File: src/rtl/inst_fetch_unit.sv
// Instruction fetch unit: drives the PC register, issues single-outstanding imem
// reads, and buffers responses in an in-order queue feeding ID. Handles EX redirects.
module inst_fetch_unit #(
  parameter int DATA_W  = 32,
  parameter int QDEPTH  = 2,
  parameter int PC_STEP = 4
) (
  input  logic              clk,
  input  logic              rst,
  input  logic [DATA_W-1:0] pc_in,
  output logic              pc_stall,
  output logic [DATA_W-1:0] new_pc,
  output logic              imem_req_valid,
  output logic [DATA_W-1:0] imem_req_addr,
  input  logic              imem_req_ready,
  input  logic              imem_resp_valid,
  input  logic [DATA_W-1:0] imem_resp_data,
  input  logic              redirect_valid,
  input  logic [DATA_W-1:0] redirect_pc,
  output logic              id_valid,
  output logic [DATA_W-1:0] id_inst,
  output logic [DATA_W-1:0] id_pc,
  input  logic              id_ready
);

  localparam int PTR_W = (QDEPTH > 1) ? $clog2(QDEPTH) : 1;
  localparam int CNT_W = $clog2(QDEPTH) + 1;
  localparam logic [CNT_W-1:0] DEPTH_C = CNT_W'(QDEPTH);

  typedef enum logic [1:0] {
    ST_ISSUE = 2'd0,
    ST_WAIT  = 2'd1,
    ST_DRAIN = 2'd2
  } state_t;

  function automatic logic [DATA_W-1:0] align_pc(input logic [DATA_W-1:0] pc);
    return pc & ~DATA_W'(3);
  endfunction

  function automatic logic [DATA_W-1:0] seq_pc(input logic [DATA_W-1:0] pc);
    return pc + DATA_W'(PC_STEP);
  endfunction

  state_t            state_q, state_d;
  logic              outstanding_q, outstanding_d;
  logic [CNT_W-1:0]  count_q, count_d;
  logic [PTR_W-1:0]  head_q, head_d;
  logic [PTR_W-1:0]  tail_q, tail_d;
  logic [DATA_W-1:0] pend_pc_q;
  logic [DATA_W-1:0] q_inst_q [QDEPTH];
  logic [DATA_W-1:0] q_pc_q   [QDEPTH];

  logic req_fire;
  logic push;
  logic pop;

  // Slots are reserved at issue time: queued entries plus the in-flight one.
  always_comb begin
    imem_req_valid = 1'b0;
    if (!rst && state_q == ST_ISSUE && !redirect_valid &&
        ((count_q + CNT_W'(outstanding_q)) < DEPTH_C)) begin
      imem_req_valid = 1'b1;
    end
  end

  assign imem_req_addr = pc_in;
  assign req_fire      = imem_req_valid & imem_req_ready;
  assign push          = !rst && (state_q == ST_WAIT) && imem_resp_valid && !redirect_valid;
  assign id_valid      = !rst && (count_q != '0);
  assign pop           = id_valid && id_ready && !redirect_valid;
  assign id_inst       = q_inst_q[head_q];
  assign id_pc         = q_pc_q[head_q];

  always_comb begin
    pc_stall = 1'b1;
    new_pc   = pc_in;
    if (rst) begin
      pc_stall = 1'b1;
      new_pc   = '0;
    end else if (redirect_valid) begin
      pc_stall = 1'b0;
      new_pc   = align_pc(redirect_pc);
    end else if (req_fire) begin
      pc_stall = 1'b0;
      new_pc   = seq_pc(pc_in);
    end
  end

  // A redirect while a request is in flight turns its response stale (DRAIN).
  always_comb begin
    state_d       = state_q;
    outstanding_d = outstanding_q;
    case (state_q)
      ST_ISSUE: begin
        if (req_fire) begin
          state_d       = ST_WAIT;
          outstanding_d = 1'b1;
        end
      end
      ST_WAIT: begin
        if (imem_resp_valid) begin
          state_d       = ST_ISSUE;
          outstanding_d = 1'b0;
        end else if (redirect_valid) begin
          state_d = ST_DRAIN;
        end
      end
      ST_DRAIN: begin
        if (imem_resp_valid) begin
          state_d       = ST_ISSUE;
          outstanding_d = 1'b0;
        end
      end
      default: begin
        state_d       = ST_ISSUE;
        outstanding_d = 1'b0;
      end
    endcase
  end

  always_comb begin
    count_d = count_q;
    head_d  = head_q;
    tail_d  = tail_q;
    if (redirect_valid) begin
      count_d = '0;
      head_d  = '0;
      tail_d  = '0;
    end else begin
      if (push) tail_d = tail_q + PTR_W'(1);
      if (pop)  head_d = head_q + PTR_W'(1);
      count_d = count_q + CNT_W'(push) - CNT_W'(pop);
    end
  end

  always_ff @(posedge clk) begin
    if (rst) begin
      state_q       <= ST_ISSUE;
      outstanding_q <= 1'b0;
      count_q       <= '0;
      head_q        <= '0;
      tail_q        <= '0;
    end else begin
      state_q       <= state_d;
      outstanding_q <= outstanding_d;
      count_q       <= count_d;
      head_q        <= head_d;
      tail_q        <= tail_d;
    end
  end

  always_ff @(posedge clk) begin
    if (req_fire) pend_pc_q <= pc_in;
    if (push) begin
      q_pc_q[tail_q]   <= pend_pc_q;
      q_inst_q[tail_q] <= imem_resp_data;
    end
  end

endmodule

File: config.mk
export PLATFORM = sky130hd
export DESIGN_NAME = inst_fetch_unit
export DESIGN_NICKNAME = d
export VERILOG_FILES = /design/src/rtl/inst_fetch_unit.sv
export SDC_FILE = /design/constraint.sdc
export NUM_CORES = 1
export LEC_CHECK = 0
export CAP_MARGIN = 20
export CORE_MARGIN = 1
export CORE_UTILIZATION = 30
export CTS_BUF_LIST = sky130_fd_sc_hd__clkbuf_8
export DETAILED_ROUTE_END_ITERATION = 12
export SLEW_MARGIN = 20
export SYNTH_ARGS = -nofsm -noshare
export SYNTH_HDL_FRONTEND = slang
export SYNTH_SLANG_ARGS = --single-unit
File: constraint.sdc
create_clock -name clk -period 5.4 [get_ports clk]
set_clock_uncertainty 0.05 [all_clocks]
set_input_delay 1.35 -clock clk [delete_from_list [all_inputs] [get_ports clk]]
set_output_delay 1.35 -clock clk [all_outputs]
set_load 0.03 [all_outputs]
== Word-level counts from Yosys, hierarchy flattened ==
Memory sizes are Yosys's and may differ from the RTL's. A register that Yosys moved wholly into a read port is not among the register bits.
Index checks and enable logic that the tools add are counted.

* Register bits after elaboration: 39
* Word-level logic and storage cells: 60
* Memories kept: 2
* Bits in latches: 0
* Bits in read-only memories: 0
* Memory bits (writable): 128

* Muxes and demuxes: 21
* Bitwise logic cells: 1
* Reduce and logical (&&, ||, !) cells: 17
* Div/mod/pow operators: 0
* Shift-type cells: 0
* Equality and inequality tests: 6
* Add/sub/neg operators: 6
* Magnitude comparators: 1
* Multipliers: 0

{| class="wikitable"
|+ Memories
! name !! depth !! width !! rd ports !! clocked after memory_dff !! wr ports !! line !! text
|-
| q_inst_q || 2 || 32 || 1 || 1 || 1 || 50 || <nowiki>logic [DATA_W-1:0] q_inst_q [QDEPTH];</nowiki>
|-
| q_pc_q || 2 || 32 || 1 || 1 || 1 || 51 || <nowiki>logic [DATA_W-1:0] q_pc_q [QDEPTH];</nowiki>
|}

{| class="wikitable"
|+ Operators with widths
! kind !! count
|-
| $mux W32 || 3
|-
| $add A32 B3 Y32 const B || 1
|-
| $mux W1 || 12
|-
| $logic_and A1 B1 Y1 || 9
|-
| $mux W2 || 4
|-
| $pmux W2 S3 || 1
|-
| $add A2 B1 Y2 || 2
|-
| $ne A2 B2 Y1 const B || 2
|-
| $reduce_or A2 Y1 || 2
|-
| $ne A3 B3 Y1 const B || 1
|-
| $reduce_and A3 Y1 || 1
|-
| $add A1 B1 Y1 const B || 2
|-
| $eq A2 B1 Y1 const B || 1
|-
| $eq A2 B2 Y1 const B || 1
|-
| $logic_not A1 Y1 || 2
|-
| $logic_not A2 Y1 || 1
|-
| $lt A2 B2 Y1 const B || 1
|-
| $ne A2 B1 Y1 const B || 1
|-
| $pmux W1 S2 || 1
|-
| $reduce_and A2 Y1 || 1
|-
| $reduce_bool A2 Y1 || 1
|-
| $sub A2 B1 Y2 || 1
|-
| $and A1 B1 Y1 || 1
|}

== Logic depth before layout (Yosys ltp) ==
Gate-level depths: netlist of the first run.

* Word-level depth: 9
* Depth in mapped cells: 10
* Gate-level depth less buffers: 9

== Worst setup path after synthesis of the first run ==
OpenSTA, ideal clock, no wires.

* Path kind: input to output
* Start: input port pc_in[2]
* End: output port new_pc[16]
* Path slack: 0.159 ns
* Arrival time: 3.841 ns
* Path buffers: 0
* Stages on the path: 5
* Cells stage by stage: ha_1 nand2_1 or3_4 o31a_1 a2111oi_0

* Cells in the longest elaborated chain, start to end: 4

{| class="wikitable"
|+ Ends and longest elaborated chain
! element !! line !! text
|-
| start, declared || 10 || <nowiki>input logic [DATA_W-1:0] pc_in,</nowiki>
|-
| $add A32 B3 Y32 || 41 || <nowiki>return pc + DATA_W'(PC_STEP);</nowiki>
|-
| $mux W32 || 83 || <nowiki>end else if (req_fire) begin</nowiki>
|-
| $mux W32 || 80 || <nowiki>end else if (redirect_valid) begin</nowiki>
|-
| $mux W32 || 77 || <nowiki>if (rst) begin</nowiki>
|-
| end, declared || 12 || <nowiki>output logic [DATA_W-1:0] new_pc,</nowiki>
|}

No other way between the ends.

== Final worst setup path of the first run ==
Same ends and word-level chain as after synthesis.

==> reports/metrics.yaml, run 1 <==
cts.repair.resized: 0
clkLatencyLatePin_ns: 0.44
max_slew.worst_pin.slew_ns: 0.979
preCtsSetupSlack_ns: 0.293
kind_of_cell_adding_the_most_delay_to_the_critical_path: "buffers and inverters"
power_leakage_nw: 3.67
drc: 0
clock_power_share: 0.320
die-height_um: 162
design.core.area_um2: 25100
result_of_the_run: "complete, no violations"
finalCriticalPeriod_ns: 5.11
period_utilisation_layout: 0.946
die_width_um: 162
globalRoute.totalOverflow: 0
synth_edf_count: 160
switching_share: 0.265
postCtsSetupBuffers: 0
grt_pass1_vias: 5328
flop_and_latch_count_out_of_synthesis: 168
register_area_um2: 4970
path_depth: 8
antenna_violations_before_repair: 0
portBuffers: 230
synth-main-ff-cell: "sky130_fd_sc_hd__edfxtp_1"
setup_repair_after_global_routing_missed_its_margin: "no"
mostFrequentLayoutCells: "sky130_fd_sc_hd__clkdlybuf4s50_1 (197), sky130_fd_sc_hd__edfxtp_1 (160), sky130_fd_sc_hd__mux2_2 (64), sky130_fd_sc_hd__buf_4 (64), sky130_fd_sc_hd__nor2_1 (34)"
cell_with_the_largest_stage_delay_on_the_worst_path: "sky130_fd_sc_hd__clkdlybuf4s50_1"
netlist_area_um2: 7680
area_delta_synth_final_pct: 41.3
postCtsHoldBufs: 0
report.final.hold_viol_count: 0
startpoint_type: "primary input"
fmaxAchievable_ghz: 0.196
vias_per_cell: 4.79
grt_max_degree: 65
cts_inserted_buffers: 17
endpoint_kind: "primary output"
timing.hold.ws_ns: 0.393
syn_area_per_cell_um2: 14.2
timing.reg2reg.setup_slack_ns: 2.93
yosys_warnings: 0
initial_core_util: 0.306
ir_worst_vdd_mv: 0.118
setup_viol_count_final: 0
power_per_cell_area_nw_per_um2: 274
worst_slew_margin_rel: 0.348
multiInputGateArea_um2: 2320
worst_hold_path.num_cells: 0
ant_nets: 0
worstSetupPathType: "primary input to primary output"
global_route.usage.total: 0.158
timing.critical_path.slowest_cell_delay_ns: 0.49
crit_fanout: 12
drt_first_pass_iters: 5
timing.hold.worst_endpoint: "q_pc_q[1][22]"
num-nets-final: 883
avgRoutedWirePerCell_um: 18.3
synth.yosys.seq_area_share: 0.647
fin_setup_tns_ns: 0
intPower_mw: 2.18
worst_hold_startpoint: "pend_pc_q[22]"
worst-path-buf-inv: 3
clock_path_buffers: 2
wirelength_mm: 20.5
detailed_router_s_first_iteration_violation_count: 270
grt_first_pass_wirelength_mm: 30.9
rr_endpoint: "pend_pc_q[18]"
drive_gt1_frac: 0.235
antenna_diode_count: 0
postSynthNetCount: 649
cts_sinks: 168
path_cells: "clkdlybuf4s50_1 -> ha_1 -> nand2_1 -> or3_4 -> o31a_1 -> a2111oi_0 -> buf_4 -> buf_12"
power.share.combinational: 0.178
hold_class: "flop to flop"
ys_types: 63
final.fill_count: 2390
dp_hpwl_mm: 14.4
report.power.total_mw: 2.97
post_synth_inst_count: 540
slew_violations: 0
worst_slack_ns: 0.290
seq_pwr_share: 0.503
cts_root_buffer: "sky130_fd_sc_hd__clkbuf_8"
tritoncts_clock_tree: "yes"
netSwitchingPower_mw: 0.789
num_rows: 58
synthArstFlopShare: 0
h_tree_depth_reported_by_cts: 4
crit_arrival_ns: 3.71
maxCapViolations: 0
design.die.area_um2: 26200
fin_cells: 1117
ios: 233
cts.clk_slew.worst_paths_ns: 0.09
worst_r2r_startpoint: "state_q[1]"
final_common_cell: "sky130_fd_sc_hd__clkdlybuf4s50_1"
finalWeightedCongestion: 0.797
vias: 5349
cp_required_ns: 4.00
post-place-cells: 1085
ff2ff_path_depth: 7
-- cell type report --
cell class | count | share of cell area
Inverter | 15 | 0.00519
Multi-Input combinational cell | 300 | 0.214
Clock buffer | 17 | 0.0216
Sequential cell | 168 | 0.458
Tap cell | 330 | 0.0381
Timing Repair Buffer | 272 | 0.246
Clock inverter | 15 | 0.0172
-- synthesized netlist by cell type, types with 4 or more instances --
| master | instances | area (µm²) |
|---|---|---|
| sky130_fd_sc_hd__o21ai_0 | 11 | 55.1 |
| sky130_fd_sc_hd__or3_1 | 4 | 25.0 |
| sky130_fd_sc_hd__a211oi_1 | 8 | 60.1 |
| sky130_fd_sc_hd__o41a_1 | 8 | 90.1 |
| sky130_fd_sc_hd__clkbuf_1 | 19 | 71.3 |
| sky130_fd_sc_hd__nand2_1 | 24 | 90.1 |
| sky130_fd_sc_hd__nand4_1 | 11 | 68.8 |
| sky130_fd_sc_hd__and3_1 | 4 | 25.0 |
| sky130_fd_sc_hd__edfxtp_1 | 160 | 4800 |
| sky130_fd_sc_hd__mux2_2 | 64 | 721 |
| sky130_fd_sc_hd__and2_1 | 5 | 31.3 |
| sky130_fd_sc_hd__nor2b_1 | 10 | 62.6 |
| sky130_fd_sc_hd__or4_1 | 4 | 30.0 |
| sky130_fd_sc_hd__buf_4 | 32 | 240 |
| sky130_fd_sc_hd__ha_1 | 7 | 87.6 |
| sky130_fd_sc_hd__and4_1 | 7 | 61.3 |
| sky130_fd_sc_hd__a311oi_1 | 9 | 78.8 |
| sky130_fd_sc_hd__dfxtp_1 | 8 | 160 |
| sky130_fd_sc_hd__nand2b_1 | 5 | 31.3 |
| sky130_fd_sc_hd__o31ai_1 | 4 | 30.0 |
| sky130_fd_sc_hd__o211ai_1 | 4 | 30.0 |
| sky130_fd_sc_hd__nor4_1 | 10 | 62.6 |
| sky130_fd_sc_hd__nand3_1 | 12 | 60.1 |
| sky130_fd_sc_hd__nor2_1 | 36 | 135 |
| sky130_fd_sc_hd__inv_1 | 14 | 52.6 |
-- routing by layer --
layer	share of wire	GRT usage	up-vias
met4	0.0053	0.0407	0
met5	0	0	-
met1	0.44	0.204	2612
li1	-	-	2533
met2	0.49	0.265	191
met3	0.061	0.0347	13
-- how the worst max path moves through the flow --
stage                   start          to  slack (ns)
2_1_floorplan        pc_in[2]  new_pc[16]        0.16
3_3_place_gp         pc_in[2]  new_pc[28]        0.30
3_5_place_dp         pc_in[2]  new_pc[16]        0.29
4_1_cts              pc_in[2]  new_pc[16]        0.28
5_1_grt        redirect_valid  new_pc[16]        0.11
6_report             pc_in[2]  new_pc[16]        0.29
-- cell families after synthesis --
group	share of synthesized area
AOI/OAI and AO/OA	0.0773
xor gates and xnor gates	0.00571
adders and majority gates	0.0114
buffers and inverters	0.0535
DFF	0.647
muxes	0.0965
and+or+nand+nor	0.109
-- power groups by stage --
| stage | registers, mW | clock network (mW) | logic (mW) |
|---|---|---|---|
| 2_1_floorplan | 1.52 | 0 | 0.272 |
| 3_3_place_gp | 1.52 | 0 | 0.531 |
| 3_5_place_dp | 1.52 | 0 | 0.533 |
| 4_1_cts | 1.49 | 0.986 | 0.535 |
| 5_1_grt | 1.50 | 1.04 | 0.565 |
| 6_report | 1.49 | 0.950 | 0.528 |
-- registers in the layout, indices dropped and copies added, names as in the netlist, named ones only --
register and count:
outstanding_q 1, q_pc_q 64, pend_pc_q 32, count_q 2, head_q 1, state_q 2
q_inst_q 64, tail_q 1
-- per-stage QoR --
step | util | instance area (µm²)
2_1_floorplan | - | 7680
3_3_place_gp | 0.415 | 10400
3_5_place_dp | 0.415 | 10400
4_1_cts | 0.432 | 10800
5_1_grt | 0.432 | 10800
6_report | 0.432 | 10800
-- worst register-to-register path, stage by stage (launching register included) --
cell	delay, ns
sky130_fd_sc_hd__dfxtp_1	0.34
sky130_fd_sc_hd__inv_1	0.11
sky130_fd_sc_hd__ha_1	0.24
sky130_fd_sc_hd__nor3b_1	0.32
sky130_fd_sc_hd__nand4_1	0.13
sky130_fd_sc_hd__buf_4	0.20
sky130_fd_sc_hd__inv_2	0.28
sky130_fd_sc_hd__buf_4	0.45
No activity file was read; power rests on OpenSTA's default activity.
==> run 2, diff against run 1 <==
--- a/config.mk
+++ b/config.mk
@@ -10,7 +10,8 @@
 export CORE_UTILIZATION = 30
 export CTS_BUF_LIST = sky130_fd_sc_hd__clkbuf_8
 export DETAILED_ROUTE_END_ITERATION = 12
-export SLEW_MARGIN = 20
+export PLACE_DENSITY = 0.59
+export SLEW_MARGIN = 0
 export SYNTH_ARGS = -nofsm -noshare
 export SYNTH_HDL_FRONTEND = slang
 export SYNTH_SLANG_ARGS = --single-unit
==> reports/metrics.yaml, run 2 (synthesis results as in run 1) <==
crit_fanout: 14  # was 12
cp_required_ns: 4.00  # about the same
cts.clk_slew.worst_paths_ns: 0.10  # was 0.09 ns
result_of_the_run: "complete, no violations"  # unchanged
ios: 233  # unchanged
switching_share: 0.275  # was 0.265
cts.repair.resized: 0  # unchanged
maxCapViolations: 0  # unchanged
setup_viol_count_final: 0  # unchanged
drt_first_pass_iters: 4  # was 5
antenna_violations_before_repair: 1  # was 0
finalWeightedCongestion: 0.764  # was 0.797
power.share.combinational: 0.194  # was 0.178
initial_core_util: 0.306  # unchanged
avgRoutedWirePerCell_um: 18.5  # was 18.3 µm
global_route.usage.total: 0.159  # was 0.158
crit_arrival_ns: 3.79  # was 3.71 ns
max_slew.worst_pin.slew_ns: 0.961  # was 0.979 ns
mostFrequentLayoutCells: "sky130_fd_sc_hd__clkdlybuf4s50_1 (199), sky130_fd_sc_hd__edfxtp_1 (160), sky130_fd_sc_hd__mux2_2 (64), sky130_fd_sc_hd__buf_4 (53), sky130_fd_sc_hd__nor2_1 (34)"  # was sky130_fd_sc_hd__clkdlybuf4s50_1 (197), sky130_fd_sc_hd__edfxtp_1 (160), sky130_fd_sc_hd__mux2_2 (64), sky130_fd_sc_hd__buf_4 (64), sky130_fd_sc_hd__nor2_1 (34)
globalRoute.totalOverflow: 0  # unchanged
detailed_router_s_first_iteration_violation_count: 312  # was 270
final.fill_count: 2370  # was 2390
drc: 0  # unchanged
endpoint_kind: "primary output"  # unchanged
portBuffers: 230  # unchanged
num_rows: 58  # unchanged
grt_max_degree: 65  # unchanged
dr_wl_met2_mm: 9.99  # was 10.0 mm
report.final.hold_viol_count: 0  # unchanged
timing.critical_path.slowest_cell_delay_ns: 0.62  # was 0.49 ns
netSwitchingPower_mw: 0.776  # was 0.789 mW
wirelength_mm: 20.7  # was 20.5 mm
clkLatencyLatePin_ns: 0.45  # was 0.44 ns
h_tree_depth_reported_by_cts: 4  # unchanged
postCtsSetupBuffers: 0  # unchanged
clock_path_buffers: 2  # unchanged
design.core.area_um2: 25100  # unchanged
dp_hpwl_mm: 14.5  # was 14.4 mm
area_delta_synth_final_pct: 41.8  # was 41.3%
hold_class: "flop to flop"  # unchanged
top_regs: "q_inst_q (64), q_pc_q (64), pend_pc_q (32)"  # unchanged
cts_sinks: 168  # unchanged
cell_with_the_largest_stage_delay_on_the_worst_path: "sky130_fd_sc_hd__clkdlybuf4s50_1"  # unchanged
setup_repair_after_global_routing_missed_its_margin: "no"  # unchanged
intPower_mw: 2.05  # was 2.18 mW
postCtsHoldBufs: 0  # unchanged
num-nets-final: 883  # unchanged
tritoncts_clock_tree: "yes"  # unchanged
power_leakage_nw: 3.66  # was 3.67 nW
worstSetupPathType: "primary input to primary output"  # unchanged
final_common_cell: "sky130_fd_sc_hd__clkdlybuf4s50_1"  # unchanged
fin_setup_tns_ns: 0  # unchanged
die-height_um: 162  # unchanged
grt_pass1_vias: 5225  # was 5328
layout.cell_area.non_filler_um2: 10900  # was 10800 µm²
vias: 5363  # was 5349
die_width_um: 162  # unchanged
grt_first_pass_wirelength_mm: 31.1  # was 30.9 mm
clock_power_share: 0.277  # was 0.320
power_per_cell_area_nw_per_um2: 259  # was 274 nW/µm²
vias_per_cell: 4.80  # was 4.79
path_cells: "clkdlybuf4s50_1 -> nand4_1 -> or3_4 -> o41a_1 -> a2111oi_1 -> buf_4 -> buf_12"  # was clkdlybuf4s50_1 -> ha_1 -> nand2_1 -> or3_4 -> o31a_1 -> a2111oi_0 -> buf_4 -> buf_12
drive_gt1_frac: 0.229  # was 0.235
seq_pwr_share: 0.529  # was 0.503
finalCriticalPeriod_ns: 5.19  # was 5.11 ns
worst_slew_margin_rel: 0.359  # was 0.348
detailed_place.area_um2: 10500  # was 10400 µm²
highest_layer: "met4"  # unchanged
fin_util: 0.434  # was 0.432
period_utilisation_layout: 0.961  # was 0.946
cts_root_buffer: "sky130_fd_sc_hd__clkbuf_8"  # unchanged
slew_violations: 0  # unchanged
ant_nets: 0  # unchanged
ir_worst_vdd_mv: 0.122  # was 0.118 mV
total_met3_wirelength_after_detailed_routing_mm: 1.21  # was 1.25 mm
cts_inserted_buffers: 17  # unchanged
fmaxAchievable_ghz: 0.193  # was 0.196 GHz
design.die.area_um2: 26200  # unchanged
startpoint_type: "primary input"  # unchanged
detail_route.wirelength.met1_mm: 9.02  # was 9.07 mm
## run 2: cell type report
class                      count  area, µm²  share of cell area
inverter                      15       56.3             0.00517
antenna                        1       2.50            0.000230
timing repair buffer         272       2790               0.256
tap                          330        413              0.0379
multi-input combinational    300       2320               0.213
clock buffer                  17        234              0.0215
clock inverter                15        105             0.00965
sequential                   168       4970               0.456
## run 2: power groups by stage
stage | Combinational [mW] | Sequential, mW | Clock (mW)
2_1_floorplan | 0.272 | 1.52 | 0
3_3_place_gp | 0.547 | 1.52 | 0
3_5_place_dp | 0.550 | 1.52 | 0
4_1_cts | 0.553 | 1.49 | 0.817
5_1_grt | 0.584 | 1.50 | 0.871
6_report | 0.546 | 1.49 | 0.782
## run 2: path summary, 6_finish.rpt
path,from,endpoint,slack (ns),cells after the start
worst min-delay path,pend_pc_q[26],q_pc_q[1][26],0.39,0
worst max register to register,state_q[0],pend_pc_q[7],2.62,7
worst max-delay path,pc_in[5],new_pc[31],0.21,7
worst min register to register,pend_pc_q[26],q_pc_q[1][26],0.39,0
## run 2: critical path, delay by kind of cell
kind                   cells  cell delay (ns)
buffers and inverters      3             0.92
AO/OA/AOI/OAI              2             0.76
AND/OR/NAND/NOR            2             0.75
## run 2: metal layers
| layer | vias up | GRT usage |
|---|---|---|
| met1 | 2624 | 0.199 |
| li1 | 2543 | - |
| met5 | - | 0 |
| met2 | 171 | 0.265 |
| met4 | 0 | 0.0600 |
| met3 | 25 | 0.0406 |
## run 2: metrics by stage
stage / hold WS, ns / setup slack [ns] / std cells / total power [mW]
after floorplan: 0.371 / 0.159 / 540 / 1.79
after global placement: 0.372 / 0.185 / 1085 / 2.07
after detailed placement: 0.380 / 0.217 / 1085 / 2.07
after CTS: 0.389 / 0.199 / 1117 / 2.86
after global routing: 0.391 / 0.0459 / 1118 / 2.95
final: 0.388 / 0.208 / 1118 / 2.82
==> run 3, diff against run 2 <==
--- a/config.mk
+++ b/config.mk
@@ -10,7 +10,7 @@
 export CORE_UTILIZATION = 30
 export CTS_BUF_LIST = sky130_fd_sc_hd__clkbuf_8
 export DETAILED_ROUTE_END_ITERATION = 12
-export PLACE_DENSITY = 0.59
+export PLACE_DENSITY = 0.57
 export SLEW_MARGIN = 0
 export SYNTH_ARGS = -nofsm -noshare
 export SYNTH_HDL_FRONTEND = slang
==> constraint.sdc (replaced) <==
create_clock -name clk -period 6.2 [get_ports clk]
set_clock_uncertainty 0.05 [all_clocks]
set_input_delay 1.55 -clock clk [delete_from_list [all_inputs] [get_ports clk]]
set_output_delay 1.55 -clock clk [all_outputs]
set_load 0.03 [all_outputs]
==> reports/metrics.yaml, run 3 (synthesis results as in run 1) <==
drive_gt1_frac: 0.215  # was 0.229
num_rows: 58  # unchanged
worst-path-buf-inv: 3  # unchanged
ant_nets: 0  # unchanged
timing.hold.worst_endpoint: "q_pc_q[1][19]"  # was q_pc_q[1][26]
path_cells: "clkdlybuf4s50_1 -> ha_1 -> nand2_1 -> or3_4 -> o31a_1 -> a2111oi_0 -> buf_4 -> buf_12"  # was clkdlybuf4s50_1 -> nand4_1 -> or3_4 -> o41a_1 -> a2111oi_1 -> buf_4 -> buf_12
fin_setup_tns_ns: 0  # unchanged
top_regs: "q_inst_q (64), q_pc_q (64), pend_pc_q (32)"  # unchanged
clock_path_buffers: 2  # unchanged
kind_of_cell_adding_the_most_delay_to_the_critical_path: "buffers and inverters"  # unchanged
timing.hold.ws_ns: 0.398  # was 0.388 ns
max_slew.worst_pin.slew_ns: 0.950  # was 0.961 ns
preCtsSetupSlack_ns: 0.384  # was 0.217 ns
report.final.hold_viol_count: 0  # unchanged
worst_hold_startpoint: "pend_pc_q[19]"  # was pend_pc_q[26]
drt_first_pass_iters: 5  # was 4
power.share.combinational: 0.184  # was 0.194
cts_inserted_buffers: 17  # unchanged
tritoncts_clock_tree: "yes"  # unchanged
worst_hold_path.num_cells: 0  # unchanged
antenna_violations_before_repair: 2  # was 1
vias_per_cell: 4.86  # was 4.80
netSwitchingPower_mw: 0.710  # was 0.776 mW
mostFrequentLayoutCells: "sky130_fd_sc_hd__clkdlybuf4s50_1 (198), sky130_fd_sc_hd__edfxtp_1 (160), sky130_fd_sc_hd__mux2_2 (64), sky130_fd_sc_hd__buf_4 (38), sky130_fd_sc_hd__nor2_1 (34)"  # was sky130_fd_sc_hd__clkdlybuf4s50_1 (199), sky130_fd_sc_hd__edfxtp_1 (160), sky130_fd_sc_hd__mux2_2 (64), sky130_fd_sc_hd__buf_4 (53), sky130_fd_sc_hd__nor2_1 (34)
switching_share: 0.279  # was 0.275
postCtsHoldBufs: 0  # unchanged
ff2ff_path_depth: 9  # was 7
vias: 5348  # was 5363
final_common_cell: "sky130_fd_sc_hd__clkdlybuf4s50_1"  # unchanged
ios: 233  # unchanged
crit_arrival_ns: 4.18  # was 3.79 ns
portBuffers: 230  # unchanged
worst_slew_margin_rel: 0.367  # was 0.359
power_leakage_nw: 3.59  # was 3.66 nW
timing.critical_path.slowest_cell_delay_ns: 0.63  # was 0.62 ns
endpoint_kind: "primary output"  # unchanged
startpoint_type: "primary input"  # unchanged
fin_util: 0.429  # was 0.434
design.die.area_um2: 26200  # unchanged
worst_slack_ns: 0.423  # was 0.208 ns
die-height_um: 162  # unchanged
worstSetupPathType: "primary input to primary output"  # unchanged
finalCriticalPeriod_ns: 5.78
cts_sinks: 168  # unchanged
cell_with_the_largest_stage_delay_on_the_worst_path: "sky130_fd_sc_hd__clkdlybuf4s50_1"  # unchanged
setup_repair_after_global_routing_missed_its_margin: "no"  # unchanged
power_per_cell_area_nw_per_um2: 236  # was 259 nW/µm²
grt_pass1_vias: 5375  # was 5225
clock_power_share: 0.304  # was 0.277
cts.repair.resized: 0  # unchanged
wirelength_mm: 20.4  # was 20.7 mm
result_of_the_run: "complete, no violations"  # unchanged
globalRoute.totalOverflow: 0  # unchanged
initial_core_util: 0.306  # unchanged
timing.reg2reg.setup_slack_ns: 3.31  # was 2.62 ns
drc: 0  # unchanged
worst_r2r_startpoint: "state_q[0]"  # unchanged
avgRoutedWirePerCell_um: 18.5  # about the same
rr_endpoint: "outstanding_q"  # was pend_pc_q[7]
global_route.usage.total: 0.156  # was 0.159
design.core.area_um2: 25100  # unchanged
postCtsSetupBuffers: 0  # unchanged
clkLatencyLatePin_ns: 0.44  # was 0.45 ns
cp_required_ns: 4.60  # was 4.00 ns
grt_first_pass_wirelength_mm: 30.9  # was 31.1 mm
hold_class: "flop to flop"  # unchanged
grt_max_degree: 65  # unchanged
dp_hpwl_mm: 14.4  # was 14.5 mm
h_tree_depth_reported_by_cts: 4  # unchanged
detailed_router_s_first_iteration_violation_count: 331  # was 312
ir_worst_vdd_mv: 0.103  # was 0.122 mV
period_utilisation_layout: 0.932
num-nets-final: 865  # was 883
setup_viol_count_final: 0  # unchanged
maxCapViolations: 0  # unchanged
intPower_mw: 1.83  # was 2.05 mW
slew_violations: 0  # unchanged
die_width_um: 162  # unchanged
cts_root_buffer: "sky130_fd_sc_hd__clkbuf_8"  # unchanged
report.power.total_mw: 2.54  # was 2.82 mW
crit_fanout: 12  # was 14
area_delta_synth_final_pct: 40.4  # was 41.8%
cts.clk_slew.worst_paths_ns: 0.09  # was 0.10 ns
seq_pwr_share: 0.513  # was 0.529
fmaxAchievable_ghz: 0.173
finalWeightedCongestion: 0.802  # was 0.764
-- run 3: cell count changes in the layout (fill, tap and decap cells not counted), moves of 2 or more --
cell / before / now
sky130_fd_sc_hd__inv_6: 3 / 5
sky130_fd_sc_hd__buf_4: 53 / 38
sky130_fd_sc_hd__clkinv_2: 2 / 0
sky130_fd_sc_hd__clkinv_4: 4 / 1
sky130_fd_sc_hd__inv_8: 0 / 4
sky130_fd_sc_hd__buf_12: 20 / 18
-- run 3: cell type report --
class	count	area (µm²)
Antenna cell	2	5.00
Clock buffer	17	234
Clock inverter	15	154
Fill cell	2325	14300
Inverter	15	56.3
Multi-Input combinational cell	300	2320
Sequential cell	168	4970
Tap cell	330	413
Timing Repair Buffer	254	2630
-- run 3: how the worst max path moves through the flow --
| stage | to | slack [ns] | cells after the start | startpoint |
|---|---|---|---|---|
| 4_1_cts | new_pc[16] | 0.37 | 8 | pc_in[3] |
| 5_1_grt | new_pc[16] | 0.19 | 8 | pc_in[2] |
| 3_5_place_dp | new_pc[16] | 0.38 | 8 | pc_in[2] |
| 3_3_place_gp | new_pc[28] | 0.48 | 8 | pc_in[2] |
| 6_report | new_pc[16] | 0.42 | 8 | pc_in[3] |
| 2_1_floorplan | new_pc[16] | 0.56 | 5 | pc_in[2] |
-- run 3: power groups by stage --
| stage | registers, mW | clock network (mW) | logic, mW |
|---|---|---|---|
| after global routing | 1.31 | 0.841 | 0.498 |
| after detailed placement | 1.33 | 0 | 0.470 |
| after CTS | 1.30 | 0.801 | 0.471 |
| after global placement | 1.32 | 0 | 0.460 |
| after floorplan | 1.33 | 0 | 0.237 |
| final | 1.30 | 0.772 | 0.467 |
-- run 3: worst reg2reg max path, cell delays in order (launching register included) --
cell and delay [ns]:
sky130_fd_sc_hd__dfxtp_1 0.35, sky130_fd_sc_hd__inv_1 0.11, sky130_fd_sc_hd__ha_1 0.27, sky130_fd_sc_hd__nor3b_1 0.47, sky130_fd_sc_hd__nand4_1 0.35, sky130_fd_sc_hd__buf_4 0.27
sky130_fd_sc_hd__inv_2 0.18, sky130_fd_sc_hd__buf_4 0.44, sky130_fd_sc_hd__a21oi_1 0.12, sky130_fd_sc_hd__a211oi_1 0.21
-- run 3: metrics by stage --
stage	instance area (µm²)	std cells
3_3_place_gp	10400	1067
4_1_cts	10800	1099
5_1_grt	10800	1101
3_5_place_dp	10400	1067
6_report	10800	1101
2_1_floorplan	7680	540
-- run 3: metal layers --
layer	vias to the layer above	GRT usage	routed length [µm]
met3	19	0.0278	1110
li1	2507	-	-
met5	-	0	0
met1	2595	0.201	8820
met4	0	0.0540	286
met2	227	0.264	10200
